===== src/rtl/pcs_10g_scrambler_pair_pkg.sv =====
// rtl/pcs_10g_scrambler_pair_pkg.sv - shared constants and types for the 10GBASE-R scrambler pair
package pcs_10g_pkg;

  localparam int BLOCK_W   = 66;
  localparam int PAYLOAD_W = 64;
  localparam int SCR_TAP_A = 39;
  localparam int SCR_TAP_B = 58;
  localparam int STATE_W   = SCR_TAP_B;

  localparam logic [STATE_W-1:0] SCR_SEED = 58'h3FF_FFFF_FFFF_FFFF;

  localparam logic [1:0] SYNC_DATA = 2'b01;
  localparam logic [1:0] SYNC_CTRL = 2'b10;

  typedef logic [BLOCK_W-1:0]   block_t;
  typedef logic [PAYLOAD_W-1:0] payload_t;
  typedef logic [STATE_W-1:0]   scr_state_t;

  typedef enum logic {
    SCR_MODE_DESCRAMBLE = 1'b0,
    SCR_MODE_SCRAMBLE   = 1'b1
  } scr_mode_e;

endpackage


===== src/rtl/pcs_10g_scrambler_pair_if.sv =====
// rtl/pcs_10g_scrambler_pair_if.sv - 66-bit block stream (header + payload) with valid qualifier
interface pcs_10g_scrambler_pair_if;
  import pcs_10g_pkg::*;

  block_t tdata;
  logic   tvalid;

  modport master (output tdata, output tvalid);
  modport slave  (input  tdata, input  tvalid);

endinterface


===== src/rtl/pcs_10g_scrambler_pair_core.sv =====
// rtl/pcs_10g_scrambler_pair_core.sv - combinational 64-bit step of the 1 + x^39 + x^58 LFSR
module pcs_10g_scr_core
  import pcs_10g_pkg::*;
(
  input  scr_state_t state_i,
  input  payload_t   data_i,
  input  scr_mode_e  mode_i,
  output payload_t   data_o,
  output scr_state_t state_o
);

  // hist[h]: oldest scrambled bit at h=0; h>=STATE_W holds bit (h-STATE_W) of this block
  logic [STATE_W+PAYLOAD_W-1:0] hist;

  always_comb begin
    hist   = '0;
    data_o = '0;
    for (int h = 0; h < STATE_W; h++) begin
      hist[h] = state_i[STATE_W-1-h];
    end
    for (int i = 0; i < PAYLOAD_W; i++) begin
      data_o[i] = data_i[i] ^ hist[i+STATE_W-SCR_TAP_A] ^ hist[i+STATE_W-SCR_TAP_B];
      hist[i+STATE_W] = (mode_i == SCR_MODE_SCRAMBLE) ? data_o[i] : data_i[i];
    end
  end

  always_comb begin
    state_o = '0;
    for (int k = 0; k < STATE_W; k++) begin
      state_o[k] = hist[STATE_W+PAYLOAD_W-1-k];
    end
  end

endmodule


===== src/rtl/pcs_10g_scrambler_pair_scr.sv =====
// rtl/pcs_10g_scrambler_pair_scr.sv - registered TX scrambler and RX descrambler around the shared core
module pcs_10g_scrambler
  import pcs_10g_pkg::*;
(
  input  logic   clk,
  input  logic   rst_n,
  input  block_t tx_block_in,
  input  logic   tx_block_valid,
  output block_t tx_block_out,
  output logic   tx_block_out_valid
);

  scr_state_t state_q, state_d, state_nxt;
  block_t     out_q, out_d;
  payload_t   pay;
  logic       vld_q;

  pcs_10g_scr_core u_core (
    .state_i (state_q),
    .data_i  (tx_block_in[PAYLOAD_W-1:0]),
    .mode_i  (SCR_MODE_SCRAMBLE),
    .data_o  (pay),
    .state_o (state_nxt)
  );

  always_comb begin
    state_d = state_q;
    out_d   = out_q;
    if (tx_block_valid) begin
      state_d = state_nxt;
      out_d   = {tx_block_in[BLOCK_W-1:PAYLOAD_W], pay};
    end
  end

  always_ff @(posedge clk or negedge rst_n) begin
    if (!rst_n) begin
      state_q <= SCR_SEED;
      out_q   <= '0;
      vld_q   <= 1'b0;
    end else begin
      state_q <= state_d;
      out_q   <= out_d;
      vld_q   <= tx_block_valid;
    end
  end

  assign tx_block_out       = out_q;
  assign tx_block_out_valid = vld_q;

endmodule

module pcs_10g_descrambler
  import pcs_10g_pkg::*;
(
  input  logic   clk,
  input  logic   rst_n,
  input  block_t rx_block_in,
  input  logic   rx_block_valid,
  output block_t rx_block_out,
  output logic   rx_block_out_valid
);

  scr_state_t state_q, state_d, state_nxt;
  block_t     out_q, out_d;
  payload_t   pay;
  logic       vld_q;

  // State follows received bits only, which is what makes the RX side self-synchronizing
  pcs_10g_scr_core u_core (
    .state_i (state_q),
    .data_i  (rx_block_in[PAYLOAD_W-1:0]),
    .mode_i  (SCR_MODE_DESCRAMBLE),
    .data_o  (pay),
    .state_o (state_nxt)
  );

  always_comb begin
    state_d = state_q;
    out_d   = out_q;
    if (rx_block_valid) begin
      state_d = state_nxt;
      out_d   = {rx_block_in[BLOCK_W-1:PAYLOAD_W], pay};
    end
  end

  always_ff @(posedge clk or negedge rst_n) begin
    if (!rst_n) begin
      state_q <= SCR_SEED;
      out_q   <= '0;
      vld_q   <= 1'b0;
    end else begin
      state_q <= state_d;
      out_q   <= out_d;
      vld_q   <= rx_block_valid;
    end
  end

  assign rx_block_out       = out_q;
  assign rx_block_out_valid = vld_q;

endmodule


===== src/rtl/pcs_10g_scrambler_pair.sv =====
// rtl/pcs_10g_scrambler_pair.sv - TX scrambler and RX descrambler paths of the 10GBASE-R PCS
module pcs_10g_scrambler_pair
  import pcs_10g_pkg::*;
(
  input  logic clk,
  input  logic rst_n,
  pcs_10g_scrambler_pair_if.slave  tx_blk_i,
  pcs_10g_scrambler_pair_if.master tx_blk_o,
  pcs_10g_scrambler_pair_if.slave  rx_blk_i,
  pcs_10g_scrambler_pair_if.master rx_blk_o
);

  pcs_10g_scrambler u_scr (
    .clk                (clk),
    .rst_n              (rst_n),
    .tx_block_in        (tx_blk_i.tdata),
    .tx_block_valid     (tx_blk_i.tvalid),
    .tx_block_out       (tx_blk_o.tdata),
    .tx_block_out_valid (tx_blk_o.tvalid)
  );

  pcs_10g_descrambler u_dscr (
    .clk                (clk),
    .rst_n              (rst_n),
    .rx_block_in        (rx_blk_i.tdata),
    .rx_block_valid     (rx_blk_i.tvalid),
    .rx_block_out       (rx_blk_o.tdata),
    .rx_block_out_valid (rx_blk_o.tvalid)
  );

endmodule


===== src/flat_wrapper.sv =====
// flat-port wrapper written by rule: the top's interface ports become plain ports
module pcs_10g_scrambler_pair_flat import pcs_10g_pkg::*;
  (clk, rst_n, tx_blk_i_tdata, tx_blk_i_tvalid, tx_blk_o_tdata, tx_blk_o_tvalid, rx_blk_i_tdata, rx_blk_i_tvalid, rx_blk_o_tdata, rx_blk_o_tvalid);
  pcs_10g_scrambler_pair_if tx_blk_i_i ();
  pcs_10g_scrambler_pair_if tx_blk_o_i ();
  pcs_10g_scrambler_pair_if rx_blk_i_i ();
  pcs_10g_scrambler_pair_if rx_blk_o_i ();
  input  logic clk;
  input  logic rst_n;
  input wire logic [$bits(tx_blk_i_i.tdata)-1:0] tx_blk_i_tdata;
  input wire logic [$bits(tx_blk_i_i.tvalid)-1:0] tx_blk_i_tvalid;
  output wire logic [$bits(tx_blk_o_i.tdata)-1:0] tx_blk_o_tdata;
  output wire logic [$bits(tx_blk_o_i.tvalid)-1:0] tx_blk_o_tvalid;
  input wire logic [$bits(rx_blk_i_i.tdata)-1:0] rx_blk_i_tdata;
  input wire logic [$bits(rx_blk_i_i.tvalid)-1:0] rx_blk_i_tvalid;
  output wire logic [$bits(rx_blk_o_i.tdata)-1:0] rx_blk_o_tdata;
  output wire logic [$bits(rx_blk_o_i.tvalid)-1:0] rx_blk_o_tvalid;
  assign tx_blk_i_i.tdata = tx_blk_i_tdata;
  assign tx_blk_i_i.tvalid = tx_blk_i_tvalid;
  assign tx_blk_o_tdata = tx_blk_o_i.tdata;
  assign tx_blk_o_tvalid = tx_blk_o_i.tvalid;
  assign rx_blk_i_i.tdata = rx_blk_i_tdata;
  assign rx_blk_i_i.tvalid = rx_blk_i_tvalid;
  assign rx_blk_o_tdata = rx_blk_o_i.tdata;
  assign rx_blk_o_tvalid = rx_blk_o_i.tvalid;
  pcs_10g_scrambler_pair u_core (.clk(clk), .rst_n(rst_n), .tx_blk_i(tx_blk_i_i), .tx_blk_o(tx_blk_o_i), .rx_blk_i(rx_blk_i_i), .rx_blk_o(rx_blk_o_i));
endmodule

===== config.mk =====
export PLATFORM = sky130hd
export DESIGN_NAME = pcs_10g_scrambler_pair_flat
export DESIGN_NICKNAME = d
export VERILOG_FILES = /design/src/rtl/pcs_10g_scrambler_pair_pkg.sv /design/src/rtl/pcs_10g_scrambler_pair_if.sv /design/src/rtl/pcs_10g_scrambler_pair_core.sv /design/src/rtl/pcs_10g_scrambler_pair_scr.sv /design/src/rtl/pcs_10g_scrambler_pair.sv /design/src/flat_wrapper.sv
export SDC_FILE = /design/constraint.sdc
export NUM_CORES = 1
export LEC_CHECK = 0
export ABC_AREA = 1
export BUFFER_PORTS_ARGS = -buffer_cell sky130_fd_sc_hd__buf_2
export CORE_ASPECT_RATIO = 1.5
export CORE_MARGIN = 2
export CORE_UTILIZATION = 35
export DETAILED_ROUTE_END_ITERATION = 12
export SYNTH_ARGS = -nofsm -noshare
export SYNTH_HDL_FRONTEND = slang
export SYNTH_SLANG_ARGS = --single-unit

===== constraint.sdc =====
create_clock -name clk -period 1.55 [get_ports clk]
set_clock_uncertainty 0.1 [all_clocks]
set_input_delay 0.155 -clock clk [delete_from_list [all_inputs] [get_ports clk]]
set_output_delay 0.155 -clock clk [all_outputs]
set_load 0.005 [all_outputs]

Word-level counts from Yosys, hierarchy flattened
Cells that the tools add are included.
{"block": "op_classes", "shift": 0, "eq_ne": 0, "mul": 0, "muxes": 0, "magnitude_cmp": 0, "reduce_logical": 0, "add_sub_neg": 0, "n_div": 0, "bitwise_logic": 256}
{"operator": "$xor 1x1->1", "count": 256}
{"block": "totals", "output_inout_bits": 134, "latch_bits": 0, "elab_cells": 262, "regBits": 250, "mem_count": 0, "ram_bits": 0, "input_bits": 136, "mem_bits_ro": 0}

Longest topological paths before layout
Gate-level depths: netlist of run 1.
{"block": "logic_depth", "word_depth": 4, "ltp_mapped": 9, "mapped_depth_nobuf": 9}

Cells and area by module
Synthesis of run 1 repeated with hierarchy kept, for this count alone.
{"block": "unflattened", "hier_cells": 2210, "hier_area_um2": 15134.5}
{"mod": "pcs_10g_scr_core", "area_per_inst_um2": 2770.2, "cells_per_inst": 579, "seq_area_each_um2": 0.0, "n_inst": 2}
{"mod": "pcs_10g_descrambler", "area_per_inst_um2": 4797.1, "cells_per_inst": 526, "seq_area_each_um2": 3200.6, "n_inst": 1}
{"mod": "pcs_10g_scrambler", "area_per_inst_um2": 4797.1, "cells_per_inst": 526, "seq_area_each_um2": 3200.6, "n_inst": 1}

Worst setup path after synthesis of run 1
OpenSTA, ideal clock, no wires.
{"block": "synth_path", "kind": "register -> register", "startpoint": "reg u_core.u_scr.state_q[55]", "endpoint": "reg u_core.u_scr.out_q[41] (netlist: u_core.u_scr.tx_block_out[41])", "slack_ns": 0.219, "stages_incl_launch_ff": 9, "period_less_slack_ns": 1.331, "required_time_ns": 1.332, "setup_time_ns": 0.118, "path_buffers": 0, "t_arrival_ns": 1.113, "path_cell_list": "dfstp_2 -> inv_1 -> nand2_1 -> nand2_2 -> nand2_2 -> nand2_2 -> or2_1 -> nand3_2 -> nand2_1"}
{"block": "synth_via", "elab_chain_cells": 3}
{"item": "start, declared", "line_no": "pcs_10g_scrambler_pair_scr.sv:13", "text": "scr_state_t state_q, state_d, state_nxt;"}
{"item": "start signal, assigned", "line_no": "pcs_10g_scrambler_pair_scr.sv:41", "text": "state_q <= state_d;"}
{"item": "$xor 1x1->1 (3 in a row)", "line_no": "pcs_10g_scrambler_pair_core.sv:22", "text": "data_o[i] = data_i[i] ^ hist[i+STATE_W-SCR_TAP_A] ^ hist[i+STATE_W-SCR_TAP_B];"}
{"item": "end signal, assigned", "line_no": "pcs_10g_scrambler_pair_scr.sv:42", "text": "out_q <= out_d;"}
{"item": "end, declared", "line_no": "pcs_10g_scrambler_pair_scr.sv:14", "text": "block_t out_q, out_d;"}
Every way passes these cells.
A chain may end at the register's enable or synchronous reset.

==> flow_summary.ini, run 1 <==
[status]
outcome = finished with violations
violations = negative hold slack

[drt]
ant_nets = 0
wirelength_um = 34780
vias = 10378
wl_per_cell_um = 15.66
routed_via_density = 4.673
drt-initial-drc-count = 535
drc = 0
drt_first_pass_iters = 5

[power_and_ir_drop]
power_density_mw_per_mm2 = 1592
vdd_ir_drop_max_mv = 1.002
p_leak_nw = 8.020

[logic_synthesis]
syn-cell-area_mm2 = 0.01179
synth_area_leader_cell = dfrtp_1
synth_enable_flop_cells = 0
synth_top_area_share = 0.2843
avgSynthCellArea_um2 = 8.769
synth_warnings = 0
ys_async_sr_fraction = 1.000
ys_top_cells_by_area = dfrtp_1 (28%), dfstp_2 (26%), nand2_1 (18%)
syn_inst = 1345
ys_types = 26
ys_seq_area_frac = 0.5428
ys_ff_latch = 250
synth_top_cells_by_count = nand2_1 (573), dfrtp_1 (134), dfstp_2 (116)
yosysMostFrequentCell = nand2_1
synth_ff_type = dfrtp_1
synth_nets = 1481

[die]
core_mm2 = 0.03334
die_width_um = 153.9
die_h_um = 228.8
io_pins = 270
num_rows = 82
die-area_mm2 = 0.03521
start_util = 0.3537

[cells_and_area]
design_area_mm2 = 0.01626
drive_above_1_share = 0.2632
nets = 1918
syn_to_final_growth_pct = 37.84
num_antenna_cells = 0
fill_cells = 3114

[placement]
place.gp.congestion = 0.8134
dp.final_hpwl_um = 24490
io_buffers = 269
placedInstanceArea_mm2 = 0.01369

[sta]
holdWs_ns = -0.01230
slew_headroom = 0.5808
rsz0062_at_grt = true
fmax_mhz = 672.1
worst_pin_slew_ns = 0.6289
hold_violations = 1
drv_slew = 0
post-route-period-util = 0.9599
setup_violations = 0
min_period_ns = 1.488

[cts]
cts_sinks = 250
clock_latency_ns = 0.54
cts_inserted_buffers = 26
cts-root-buf = clkbuf_16
cts_tree = done
htreeDepth = 1
cts.clk_slew.worst_paths_ns = 0.07
ctsLongestPathBuffers = 3

[worst_hold_path]
hold_class = in2reg
min_from = tx_blk_i_tdata[3]
hold_depth = 6

[critical_path]
reg2reg_depth = 8
r2r-start = u_core.u_scr.state_q[52]$_DFFE_PN1P_
crit_type = in2reg
slowest_stage = dlygate4sd3_1
crit_chain = dlygate4sd3_1, buf_2, buf_12, nand2_1, nand2_1, dlygate4sd3_1
path_max_fanout = 41
cp.arrival_ns = 1.87
cp-end-kind = register
start_kind = input pin
required_ns = 1.93
slowest_delay_ns = 0.56
crit_start = rx_blk_i_tvalid

[global_route]
grt_overflow_total = 0
first_global_vias = 10812
antenna_found_initial = 1
grt_max_degree = 78
grt_use_met2 = 0.3605
grt_pass1_wl_um = 56280
grt.met1_usage = 0.2289
grt-busiest-layer = met2
globalRouteTotalUtil = 0.1970
grtUsageMet3 = 0.03375

[flow_run]
cap_violations = 0
layer usage:
metal / vias up / share of wire
li1: 5089 / -
met1: 4932 / 0.39
met2: 290 / 0.52
met3: 65 / 0.055
met4: 2 / 0.036
met5: - / 0.00032
through the flow:
step | power (mW) | worst slack (ns) | std cells | utilization | setup TNS (ns)
after global routing | 27.77 | -0.00009126 | 2221 | 0.4875 | -0.00009126
after floorplan | 15.63 | 0.2195 | 1345 | - | 0
final | 25.88 | 0.06213 | 2221 | 0.4875 | 0
after detailed placement | 18.94 | 0.005175 | 2010 | 0.4104 | 0
after CTS | 26.15 | 0.02490 | 2220 | 0.4866 | 0
after global placement | 18.72 | 0.03632 | 2010 | 0.4104 | 0
logic make-up after synthesis:
logic type | Yosys count | synth area share
buf+inv | 114 | 0.04382
simple gates | 703 | 0.2405
flops | 250 | 0.5428
compound gates | 117 | 0.05336
xor+xnor | 161 | 0.1196
critical path, delay by kind of cell:
| kind | cells | cell delay, ns |
|---|---|---|
| buffers and inverters | 4 | 1.48 |
| AND/OR/NAND/NOR | 2 | 0.22 |
report_power, final:
part	internal [mW]	leakage (nW)	switching, mW
clock network	3.98	0.439	2.68
registers	9.24	2.82	1.53
logic	3.72	4.76	4.72
total	17.0	8.02	8.93
sequential cells by signal (all words and copies together) (netlist names):
| register | count |
|---|---|
| u_core.u_dscr.rx_block_out_valid | 1 |
| u_core.u_dscr.rx_block_out | 66 |
| u_core.u_dscr.state_q | 58 |
| u_core.u_scr.state_q | 58 |
| u_core.u_scr.tx_block_out | 66 |
| u_core.u_scr.tx_block_out_valid | 1 |
path summary, 6_finish.rpt:
check | slack (ns) | to
min in group asynchronous | 0.22 | u_core.u_dscr.state_q[30]$_DFFE_PN1P_
hold / removal | -0.01 | u_core.u_scr.tx_block_out[3]$_DFFE_PN0P_
max in group asynchronous | 0.43 | u_core.u_scr.tx_block_out[27]$_DFFE_PN0P_
setup / recovery | 0.06 | u_core.u_dscr.state_q[26]$_DFFE_PN1P_
hold reg to reg | 0.37 | u_core.u_dscr.rx_block_out[65]$_DFFE_PN0P_
setup reg to reg | 0.09 | u_core.u_scr.tx_block_out[44]$_DFFE_PN0P_
cells in the final DEF, fill, tap and decap left out, types with 2 or more instances in the layout:
cell            instances
o21ai_1                 3
o22ai_1                22
o211ai_1                5
xor2_1                 55
o21ai_0                63
o21ai_2                 2
buf_12                  8
dlygate4sd3_1         161
nand3b_1                3
dfrtp_1               134
clkbuf_1                7
buf_4                  15
xnor2_1               106
or2_1                  17
inv_2                   6
dlymetal6s4s_1          2
nand3_2                 5
clkbuf_8                6
buf_2                 268
dfstp_2               116
nand2_2                 9
nand2_1               569
nor2_1                 25
clkbuf_16              27
nand3_1                72
a21oi_1                22
bufinv_16               3
inv_1                  60
repair_timing:
item	in CTS	in global routing
setup endpoints to repair	1	28
setup buffers	0	1
hold buffers	163	0
resized for setup	1	8
hold endpoints to repair	389	0
cell type report:
type	instances	area (um2)	share of cell area
sequential	250	6401	0.3938
multi-input combinational	981	4895	0.3011
timing repair buffer	456	3277	0.2016
clock buffer	40	784.5	0.04826
tap	420	525.5	0.03233
inverter	67	254.0	0.01562
clock inverter	7	120.1	0.007389
No activity file was read; power rests on OpenSTA's default activity.
==> run 2, diff against run 1 <==
==> constraint.sdc (replaced) <==
create_clock -name clk -period 1.55 [get_ports clk]
set_clock_uncertainty 0.1 [all_clocks]
set_input_delay 0.155 -clock clk [delete_from_list [all_inputs] [get_ports clk]]
set_output_delay 0.155 -clock clk [all_outputs]
set_load 0.1 [all_outputs]
==> run 2 against run 1 <==
Effect of this change: the run still ends with negative hold slack left; critical path type unchanged; global-route usage increased by 0.13 points; sequential share of layout area decreased by 0.78 points; clock power about the same; first-iteration DRC count decreased by 5.6%; wire length increased by 0.70%; register-to-register slack about the same; die area unchanged; count of clock-buffer cells in the layout unchanged; final cell count about the same; via count unchanged; flip-flop and latch count unchanged; fmax decreased by 0.70%; critical endpoint unchanged.
==> flow_summary.ini, run 2 (synthesized netlist as in run 1, its figures left out) <==
[drt]
ant_nets = 0
wirelength_um = 35030
routed_via_density = 4.675
drc = 0
drt_first_pass_iters = 4
drt-initial-drc-count = 505
vias = 10378
wl_per_cell_um = 15.78

[power_and_ir_drop]
power_density_mw_per_mm2 = 2115
p_leak_nw = 8.118
vdd_ir_drop_max_mv = 1.260
total_power_mw = 35.08

[cts]
cts_inserted_buffers = 26
cts-root-buf = clkbuf_16
ctsLongestPathBuffers = 3
cts.clk_slew.worst_paths_ns = 0.06
clock_latency_ns = 0.54
cts_tree = done
htreeDepth = 1
cts_sinks = 250

[placement]
io_buffers = 269
placed_cells = 2010
dp.final_hpwl_um = 24490
place.gp.congestion = 0.8134

[global_route]
grt_overflow_total = 0
grt_max_degree = 78
first_global_vias = 10837
antenna_found_initial = 1
globalRouteTotalUtil = 0.1982
grt_pass1_wl_um = 56560

[cells_and_area]
postLayoutCoreUtil = 0.4974
num_antenna_cells = 0
final_common_cell = nand2_1
stdcell_count = 2220
nets = 1917
layout_common_cells = nand2_1 (569), dlygate4sd3_1 (160), buf_4 (148)
drive_above_1_share = 0.2633
syn_to_final_growth_pct = 40.63

[critical_path]
cp-end-kind = register
cpLargestDelayFamily = buffers and inverters
cp.arrival_ns = 1.88
crit_type = in2reg
start_kind = input pin
path_max_fanout = 41
path_buf_inv = 4
required_ns = 1.93
slowest_delay_ns = 0.56
crit_chain = dlygate4sd3_1, buf_2, buf_12, nand2_1, nand2_1, dlygate4sd3_1
slowest_stage = dlygate4sd3_1

[sta]
drv_slew = 0
hold_violations = 1
rsz0062_at_grt = true
setup_violations = 0
post-route-period-util = 0.9667
worst_pin_slew_ns = 0.6416
min_period_ns = 1.498
holdWs_ns = -0.01304
slew_headroom = 0.5722
fmax_mhz = 667.4

[status]
outcome = finished with violations
violations = negative hold slack

[die]
start_util = 0.3537
die-area_mm2 = 0.03521
io_pins = 270
die_width_um = 153.9
core_mm2 = 0.03334
die_h_um = 228.8
num_rows = 82

[flow_run]
cap_violations = 0

[worst_hold_path]
hold_class = in2reg
## run 2: cell types whose count changed in the layout (fill, tap and decap cells not counted), sizes merged
cell / delta
dlygate4sd3: -1
## run 2: final timing paths
check	startpoint	endpoint	slack, ns	cells after the start
setup / recovery	rx_blk_i_tvalid	u_core.u_dscr.state_q[26]$_DFFE_PN1P_	0.05	6
hold / removal	tx_blk_i_tdata[3]	u_core.u_scr.tx_block_out[3]$_DFFE_PN0P_	-0.01	6
setup reg to reg	u_core.u_scr.state_q[52]$_DFFE_PN1P_	u_core.u_scr.tx_block_out[44]$_DFFE_PN0P_	0.09	8
hold reg to reg	u_core.u_dscr.state_q[49]$_DFFE_PN1P_	u_core.u_dscr.state_q[49]$_DFFE_PN1P_	0.37	2
max in group asynchronous	rst_n	u_core.u_scr.tx_block_out[27]$_DFFE_PN0P_	0.42	3
min in group asynchronous	rst_n	u_core.u_dscr.state_q[30]$_DFFE_PN1P_	0.22	2
## run 2: what timing repair did
| action | in CTS | in global routing |
|---|---|---|
| setup buffers | 0 | 1 |
| endpoints found under the hold margin | 389 | 0 |
| hold buffers | 163 | 0 |
| gates resized for setup | 136 | 8 |
| endpoints found under the setup margin | 135 | 29 |
| cloned | 0 | 0 |
## run 2: final cells by class
| class | count | area [um2] |
|---|---|---|
| Sequential cell | 250 | 6401 |
| Fill cell | 3067 | 16760 |
| Timing Repair Buffer | 455 | 3606 |
| Tap cell | 420 | 525.5 |
| Clock inverter | 7 | 120.1 |
| Multi-Input combinational cell | 981 | 4895 |
| Inverter | 67 | 254.0 |
| Clock buffer | 40 | 784.5 |
## run 2: where the power goes
part	internal, mW	total [mW]	switching, mW	leakage, nW
clock network	3.98	6.66	2.68	0.439
registers	9.25	10.8	1.60	2.82
logic	4.42	17.6	13.2	4.86
total	17.6	35.1	17.4	8.12
## run 2: metal layers
metal	share of wire	global-route usage	routed length, um
met4	0.033	0.06834	1166
met1	0.39	0.2270	13540
met5	0.00031	0	11
met2	0.52	0.3691	18320
met3	0.057	0.03451	1990
## run 2: worst register-to-register path: cells and delay by family (launching register included)
kind / cells / cell delay (ns)
flip-flops: 1 / 0.55
AND/OR/NAND/NOR: 7 / 0.65
buffers and inverters: 1 / 0.04
## run 2: per-stage QoR
stage	cell area, um2	worst slack [ns]	TNS (ns)	hold WS, ns
2_1_floorplan	11790	0.2030	0	-0.2406
3_3_place_gp	13690	0.03632	0	-0.009298
3_5_place_dp	13690	0.005175	0	-0.007219
4_1_cts	16560	0.01855	0	0.01061
5_1_grt	16590	-0.0003146	-0.0003146	0.04549
6_report	16590	0.05157	0	-0.01304
==> run 3, diff against run 2 <==
--- a/config.mk
+++ b/config.mk
@@ -11,6 +11,8 @@
 export CORE_MARGIN = 2
 export CORE_UTILIZATION = 35
 export DETAILED_ROUTE_END_ITERATION = 12
+export PLACE_DENSITY = 0.51
 export SYNTH_ARGS = -nofsm -noshare
 export SYNTH_HDL_FRONTEND = slang
+export SYNTH_HIERARCHICAL = 1
 export SYNTH_SLANG_ARGS = --single-unit
==> constraint.sdc (replaced) <==
create_clock -name clk -period 1.5 [get_ports clk]
set_clock_uncertainty 0.1 [all_clocks]
set_input_delay 0.15 -clock clk [delete_from_list [all_inputs] [get_ports clk]]
set_output_delay 0.15 -clock clk [all_outputs]
set_load 0.1 [all_outputs]
==> run 3 against run 2 <==
Effect of this change: the run ends with negative setup slack left; design area up 30%; utilization increased by 0.47 points; global-route usage up 3.8 points; critical path depth is 4 higher; worst hold slack gained 0.015 ns; area after synthesis rose by 28%; non-clock buffer count up 44; sequential share of layout area decreased by 8.8 points; via count is 47% higher; count of clock-buffer cells in the layout grew 3; wire length grew 56%; critical endpoint is now u_core/u_scr/tx_block_out[63]$_DFFE_PN0P_.
==> flow_summary.ini, run 3 <==
[sta]
min_period_ns = 1.632
hold_violations = 0
drv_slew = 0
fmax_mhz = 612.6
worst_pin_slew_ns = 0.5164
post-route-period-util = 1.088
setup_violations = 42
slew_headroom = 0.6521
setup_ws_ns = -0.1323
holdWs_ns = 0.002222
rsz0062_at_grt = true

[drt]
wl_per_cell_um = 16.73
drt-initial-drc-count = 751
drt_first_pass_iters = 6
routed_via_density = 4.670
vias = 15216
drc = 0
ant_nets = 0
wirelength_um = 54520

[cts]
clock_latency_ns = 0.56
cts.clk_slew.worst_paths_ns = 0.06
cts_inserted_buffers = 28
cts_sinks = 250
htreeDepth = 1
cts_tree = done
cts-root-buf = clkbuf_16
ctsLongestPathBuffers = 3

[cells_and_area]
design_area_mm2 = 0.02150
layout_common_cells = nand2_1 (1126), inv_1 (173), buf_4 (166)
final_common_cell = nand2_1
stdcell_count = 3258
postLayoutCoreUtil = 0.5021
nets = 2799
drive_above_1_share = 0.3248
syn_to_final_growth_pct = 42.06

[die]
io_pins = 270
die-area_mm2 = 0.04495
num_rows = 93
start_util = 0.3534
die_h_um = 258.7
core_mm2 = 0.04282
die_width_um = 173.8

[placement]
placedInstanceArea_mm2 = 0.01767
post-place-ws_ns = -0.1414
io_buffers = 269
dp.final_hpwl_um = 40460
placed_cells = 3079
place.gp.congestion = 0.8691

[critical_path]
start_kind = register
cp-end-kind = register
crit_type = reg2reg
required_ns = 1.85
cp.arrival_ns = 1.98
path_max_fanout = 3

[global_route]
grt_max_degree = 59
grt_pass1_wl_um = 83170
antenna_found_initial = 3
grt_overflow_total = 0
first_global_vias = 15229
globalRouteTotalUtil = 0.2365

[power_and_ir_drop]
power_density_mw_per_mm2 = 1532
vdd_ir_drop_max_mv = 1.103
p_leak_nw = 11.63

[worst_hold_path]
hold_class = in2async

[logic_synthesis]
ys_types = 25
ys_ff_latch = 250
synth_xor_xnor_area_share = 0.06019
syn-cell-area_mm2 = 0.01513
avgSynthCellArea_um2 = 6.848
synth-simple-area-share = 0.3993
synth_top_cells_by_count = nand2_1 (1276), inv_1 (202), nand3_1 (142)
synth_ff_type = dfrtp_1
syn_inst = 2210
ys_async_sr_fraction = 1.000
synth_top_area_share = 0.3165
synth_top_family_by_area = simple AND/OR/NAND/NOR gates
yosysMostFrequentCell = nand2_1
synth_warnings = 6
ys_seq_area_frac = 0.4229
synthAdderAreaFrac = 0
synth_enable_flop_cells = 0
ys_top_cells_by_area = nand2_1 (32%), dfrtp_1 (22%), dfstp_2 (20%)
synth_mux_area_frac = 0
synth_compound_area_frac = 0.02728
synth_area_leader_cell = nand2_1

[flow_run]
cap_violations = 0

[status]
outcome = finished with violations
violations = negative setup slack
-- run 3: changes by cell type after synthesis, sizes merged, moves of 9 or more --
cell    previous run  this run
nand2            579      1286
inv               67       206
nand3             77       154
xnor2            106        40
and2               0        46
buf               33        78
o21ai             68        42
nor2              25         0
a21oi             22         0
o22ai             22         0
o211ai             5        26
or2               19         2
xor2              55        64
-- run 3: metrics by stage --
| step | total power, mW | setup TNS, ns |
|---|---|---|
| after floorplan | 20.00 | 0 |
| after global placement | 23.59 | -2.154 |
| after detailed placement | 23.71 | -3.080 |
| after CTS | 32.39 | -1.958 |
| after global routing | 34.62 | -6.957 |
| final | 32.93 | -2.111 |
-- run 3: repair_timing --
item,in CTS,in global routing
hold buffers,91,0
gates resized for setup,337,217
endpoints found under the setup margin,184,112
setup buffers,24,18
pin swaps,102,152
endpoints found under the hold margin,315,0
-- run 3: power by group --
group          total (mW)  switching [mW]  internal, mW
logic                16.2            11.4          4.88
clock network        6.87            2.95          3.92
registers            9.82            1.29          8.53
-- run 3: path summary, 6_finish.rpt --
path                                                  startpoint  slack [ns]                                   endpoint  cells after the start
setup / recovery            u_core/u_scr/state_q[33]$_DFFE_PN1P_       -0.13  u_core/u_scr/tx_block_out[63]$_DFFE_PN0P_                     10
hold / removal                                             rst_n       0.002  u_core/u_scr/tx_block_out[10]$_DFFE_PN0P_                      2
setup reg to reg            u_core/u_scr/state_q[33]$_DFFE_PN1P_       -0.13  u_core/u_scr/tx_block_out[63]$_DFFE_PN0P_                     10
hold reg to reg            u_core/u_dscr/state_q[24]$_DFFE_PN1P_        0.37      u_core/u_dscr/state_q[24]$_DFFE_PN1P_                      2
max in group asynchronous                                  rst_n        0.63      u_core/u_dscr/state_q[22]$_DFFE_PN1P_                      3
min in group clk                              tx_blk_i_tdata[16]        0.02  u_core/u_scr/tx_block_out[16]$_DFFE_PN0P_                      6
-- run 3: logic make-up after synthesis --
family	after synthesis
simple gates	1496
buf+inv	290
flops	250
xor+xnor	104
compound gates	68
other cells	2
-- run 3: layer usage --
layer  track usage  share of wire
met5             0              0
met4        0.1249          0.052
met3       0.02274          0.035
met2        0.4568           0.55
met1        0.2520           0.37
-- run 3: area by class of cell --
type / count / area (um2)
diodes: 3 / 7.507
clock buffers: 43 / 858.3
multi-input cells: 1678 / 8419
clock inverters: 9 / 47.55
flip-flops and latches: 250 / 6407
repair buffers: 499 / 4268
inverters: 206 / 778.2
well taps: 570 / 713.2
fillers: 4300 / 21320
-- run 3: critical path: stages, from the launching register on --
cell and delay [ns]:
dfstp_2 0.59, inv_2 0.07, nand2_4 0.08, nand3_4 0.08, nand3_4 0.11, nand2_4 0.07
nand2_2 0.07, nand3_2 0.09, and2_4 0.16, nand2_2 0.05, nand2_1 0.04
